--- config.mk ---
export PLATFORM = sky130hd
export DESIGN_NAME = mac_seq
export DESIGN_NICKNAME = d
export VERILOG_FILES = /design/src/rtl/mac_seq.sv
export SDC_FILE = /design/constraint.sdc
export NUM_CORES = 1
export LEC_CHECK = 0
export CELL_PAD_IN_SITES_DETAIL_PLACEMENT = 1
export CELL_PAD_IN_SITES_GLOBAL_PLACEMENT = 2
export CORE_MARGIN = 4
export CORE_UTILIZATION = 17
export DETAILED_ROUTE_END_ITERATION = 10
export GPL_ROUTABILITY_DRIVEN = 0
export HOLD_SLACK_MARGIN = 0.12
export PLACE_DENSITY_LB_ADDON = 0.12
export SKIP_LAST_GASP = 1
export SLEW_MARGIN = 25
export SYNTH_ARGS = -nofsm -noshare
export SYNTH_HDL_FRONTEND = slang
export SYNTH_SLANG_ARGS = --single-unit
--- constraint.sdc ---
create_clock -name clk -period 1.5 [get_ports clk]
set_input_delay 0.3 -clock clk [delete_from_list [all_inputs] [get_ports clk]]
set_output_delay 0.3 -clock clk [all_outputs]
set_load 0.01 [all_outputs]
--- src/rtl/mac_seq.sv ---
// Sequencer for an accumulate-only MAC: clears it, streams N_TERMS operand pairs
// from a synchronous memory, then scales and saturates the accumulator to int8.
module mac_seq #(
  parameter int N_TERMS = 784,
  parameter int ADDR_W  = 10,
  parameter int ACC_W   = 26,
  parameter int FRAC    = 7
) (
  input  logic              clk,
  input  logic              rst_n,
  input  logic              start,
  output logic              busy,
  output logic              done,
  output logic [7:0]        result,
  output logic              sat,
  output logic [ADDR_W-1:0] mem_addr,
  input  logic [7:0]        a_data,
  input  logic [7:0]        b_data,
  output logic [7:0]        mac_in1,
  output logic [7:0]        mac_in2,
  output logic              mac_clr,
  input  logic [ACC_W-1:0]  mac_acc
);

  // state | meaning
  // IDLE  | waiting for start; mem_addr parked at 0
  // CLR   | MAC cleared, address 0 issued
  // FEED  | addresses 1..N_TERMS-1 issued, one per cycle
  // FLUSH | no address; last operand pair enters the MAC
  // CAPT  | accumulator final; scale, saturate, register result
  typedef enum logic [2:0] {
    S_IDLE,
    S_CLR,
    S_FEED,
    S_FLUSH,
    S_CAPT
  } state_t;

  localparam logic [ADDR_W-1:0]       LAST_ADDR = ADDR_W'(N_TERMS - 1);
  localparam logic signed [ACC_W-1:0] SAT_HI    = ACC_W'(127);
  localparam logic signed [ACC_W-1:0] SAT_LO    = ACC_W'(-128);

  state_t                   state, state_nxt;
  logic [ADDR_W-1:0]        addr_nxt;
  logic                     issue;
  logic                     rd_vld;
  logic signed [ACC_W-1:0]  scaled;
  logic [7:0]               result_nxt;
  logic                     sat_nxt;

  always_ff @(posedge clk) begin
    if (!rst_n) begin
      state    <= S_IDLE;
      mem_addr <= '0;
      rd_vld   <= 1'b0;
    end else begin
      state    <= state_nxt;
      mem_addr <= addr_nxt;
      rd_vld   <= issue;
    end
  end

  always_comb begin
    state_nxt = state;
    addr_nxt  = mem_addr;
    issue     = 1'b0;
    case (state)
      S_IDLE: begin
        addr_nxt = '0;
        if (start) state_nxt = S_CLR;
      end
      S_CLR: begin
        issue = 1'b1;
        if (N_TERMS > 1) begin
          state_nxt = S_FEED;
          addr_nxt  = ADDR_W'(1);
        end else begin
          state_nxt = S_FLUSH;
          addr_nxt  = '0;
        end
      end
      S_FEED: begin
        issue = 1'b1;
        // Hold the last address so mem_addr never runs past the operand table.
        if (mem_addr == LAST_ADDR) begin
          state_nxt = S_FLUSH;
        end else begin
          addr_nxt = mem_addr + ADDR_W'(1);
        end
      end
      S_FLUSH: state_nxt = S_CAPT;
      S_CAPT: begin
        state_nxt = S_IDLE;
        addr_nxt  = '0;
      end
      default: begin
        state_nxt = S_IDLE;
        addr_nxt  = '0;
      end
    endcase
  end

  assign scaled = $signed(mac_acc) >>> FRAC;

  always_comb begin
    result_nxt = scaled[7:0];
    sat_nxt    = 1'b0;
    if (scaled > SAT_HI) begin
      result_nxt = 8'h7f;
      sat_nxt    = 1'b1;
    end else if (scaled < SAT_LO) begin
      result_nxt = 8'h80;
      sat_nxt    = 1'b1;
    end
  end

  always_ff @(posedge clk) begin
    if (!rst_n) begin
      done   <= 1'b0;
      result <= '0;
      sat    <= 1'b0;
    end else begin
      done <= (state == S_CAPT);
      if (state == S_CAPT) begin
        result <= result_nxt;
        sat    <= sat_nxt;
      end
    end
  end

  assign busy = (state != S_IDLE);

  // The MAC has no enable: operands must be zero whenever no read data is in flight.
  assign mac_in1 = rd_vld ? a_data : 8'h00;
  assign mac_in2 = rd_vld ? b_data : 8'h00;
  assign mac_clr = ~rst_n | (state == S_CLR);

endmodule

==> impl_metrics.tcl <==
set metrics [dict create \
    outcome "finished clean" \
    wl_um 4740 \
    final-seq-area_sq_um 499 \
    post-route-period-util_pct 98.8 \
    most-common-layout-cells "clkdlybuf4s50_1, buf_4, dlygate4sd2_1, and2_1, dlymetal6s2s_1" \
    synth.avg_cell_area_sq_um 9.54 \
    grt.overflow.total 0 \
    syn-instance-count 131 \
    clk_latency_ps 280 \
    synth.cell_area_sq_um 1250 \
    synth_top_area_cell "dfxtp_1" \
    antenna_violating_nets_post_route 0 \
    wl_per_cell_um 14.5 \
    net_count_synth 177 \
    data_arrival_time_at_the_worst_slack_endpoint_ps 1680 \
    grt_pass1_vias 1512 \
    finalMaxSlewViolations 0 \
    r2r_slack_ps 20 \
    max_slew_margin_pct 74.3 \
    port_buffers 75 \
    final.setup.worst_slack_ps 18.5 \
    power-per-cell-area_nw_per_um2 658 \
    wl_met2_um 2380 \
    placed_cells_incl_taps 322 \
    synth_top_area_share_pct 38.4 \
    clock-skew-final_ps 11.6 \
    final-hold-violation-count 0 \
    top_layer_used "met4" \
    ioPinCount 83 \
    coreArea_sq_um 6980 \
    synth.top_cells.by_area "dfxtp_1, and2_1, a221o_1, mux2i_1, nand4_1" \
    unrepaired_setup_endpoints_after_global_routing "true" \
    power_leakage_nw 1.22 \
    max_freq_mhz 675 \
    final_core_utilization_pct 35.3 \
    tritoncts_clock_tree "done" \
    num_vias 1430 \
    timing.critical_path.from_type "flip-flop" \
    crit_required_ps 1700 \
    floorplan.initialDensity_pct 17.9 \
    design.final.nets 279 \
    viasPerCell 4.36 \
    met1_length_um 2050 \
    num_rows 30 \
    drc 0 \
    fin_crit_ps 1480 \
    pre_cts_setup_slack_ps -310 \
    synth.ff_latch_count 24 \
    cts_buffer_depth 2 \
    final_standard_cell_count_with_taps_included_and_fillers_excluded 328 \
    number_of_buffers_added_by_the_clock_tree_synthesis_step 3 \
    cts_hold_buf 0 \
    count_of_h_tree_levels_built_during_cts 1 \
    synth_top_flop_cell "dfxtp_1" \
    flow.area_growth_from_synthesis_pct 97.4 \
    synth_cell_types 45 \
    grt_max_degree 17 \
    groute.usage.overall_pct 10.6 \
    route.met3.wl_um 287 \
    clock_tree_root_buffer_cell "clkbuf_8" \
    grt_antenna_before_repair 0 \
    final-setup-viol-count 0 \
    worst-setup-path-type "flip-flop to flip-flop" \
    drtIter0Drc 29 \
    grt_pass1_wl_um 7480 \
    synth-seq-area-share_pct 38.4 \
    ys_warn_count 0 \
    worstMarginPinSlew_ps 383 \
    timing.setup.tns_ps 0 \
    numClockSinks 24 \
    dp_hpwl_um 3870 \
    layout_commonest_cell "clkdlybuf4s50_1" \
    vdd_drop_max_mv 0.364 \
    die_w_um 93.7 \
    die-area_sq_um 8790 \
    die-height_um 93.7 \
    critical_path.max_fanout 7 \
    cap_violations 0 \
    clkSlewWorstSetupHoldPaths_ps 100 \
    synthArstFlopShare_pct 0 \
    multi_input_comb_area_sq_um 806 \
    proportion_of_layout_cells_with_a_drive_suffix_above_1_pct 28.4 \
    fill_cells 817 \
    worst_hold_path_type "input port to flip-flop" \
    critical_path.endpoint_type "flip-flop" \
    synth_edf_count 0 \
    diodes 0 \
    number_of_optimization_iterations_in_the_first_detailed_route_pass 4 \
]
## where the power goes
part,switching (mW),internal (mW),total (mW)
Combinational,0.149,0.222,0.371
Sequential,0.0151,0.651,0.666
Clock,0.230,0.357,0.587
## final timing paths
| path | from | end | cells after the start |
|---|---|---|---|
| worst max-delay path | mem_addr[0] | mem_addr[3] | 5 |
| worst min-delay path | rst_n | result[7] | 2 |
| worst max register to register | mem_addr[0] | mem_addr[3] | 5 |
| worst min register to register | result[1] | result[1] | 1 |
## repair_timing
item | CTS | global route
setup endpoints to repair | 40 | 30
setup buffers | 0 | 2
pin swaps | 4 | 5
gates resized for setup | 45 | 33
## worst max-delay path, stage by stage, from the launching register on
cell      delay [ps]
dfxtp_2          350
ha_4             150
and4b_4          200
a31o_4           250
a2111o_1         380
o21ai_2           70
## registers in the layout, summed over array words and instances (netlist names)
| register | cells |
|---|---|
| done | 1 |
| mem_addr | 10 |
| rd_vld | 1 |
| result | 8 |
| sat | 1 |
| state | 3 |
## cells by family (layout without fill, tap and decap cells)
| kind of cell | after synthesis | after routing | share of synthesized area, % |
|---|---|---|---|
| flip-flops | 24 | 24 | 38.4 |
| multiplexers | 5 | 5 | 4.00 |
| XOR/XNOR | 1 | 1 | 0.701 |
| adder cells (fa/ha/maj) | 1 | 1 | 1.00 |
| AND/OR/NAND/NOR | 64 | 64 | 33.3 |
| buffers and inverters | 6 | 107 | 2.70 |
| AO/OA/AOI/OAI | 30 | 30 | 19.8 |
## layer usage
layer  vias up  GRT usage (%)
met4         0           1.81
met3         4           2.64
li1        697              -
met1       686           12.9
met5         -              0
met2        43           18.9
## cells in the mapped netlist, types with 2 or more instances
master,count
mux2i_1,5
nor4_1,2
or3_1,3
o21ai_0,3
a2111o_1,2
nor3b_2,2
nand2_1,5
and3_1,3
nand4_1,5
nor2b_1,2
a21oi_1,6
nand2b_1,2
and2_1,18
dfxtp_1,24
a221o_1,8
nand3_1,5
clkbuf_1,3
nor2_1,6
## through the flow
| stage | total power [mW] | cell area [sq um] | hold slack [ps] |
|---|---|---|---|
| 2_1_floorplan | 0.806 | 1260 | 428 |
| 3_3_place_gp | 1.07 | 2310 | 470 |
| 3_5_place_dp | 1.08 | 2310 | 478 |
| 4_1_cts | 1.64 | 2370 | 507 |
| 5_1_grt | 1.70 | 2470 | 408 |
| 6_report | 1.62 | 2470 | 386 |
## final cells by class
type,instances,area share (%)
inverter,1,0.152
clock inverter,1,1.22
clock buffer,3,1.67
timing repair buffer,102,39.2
sequential,24,20.2
multi-input combinational,101,32.7
tap,96,4.87
Note: power is estimated with default switching activity, not from simulation.
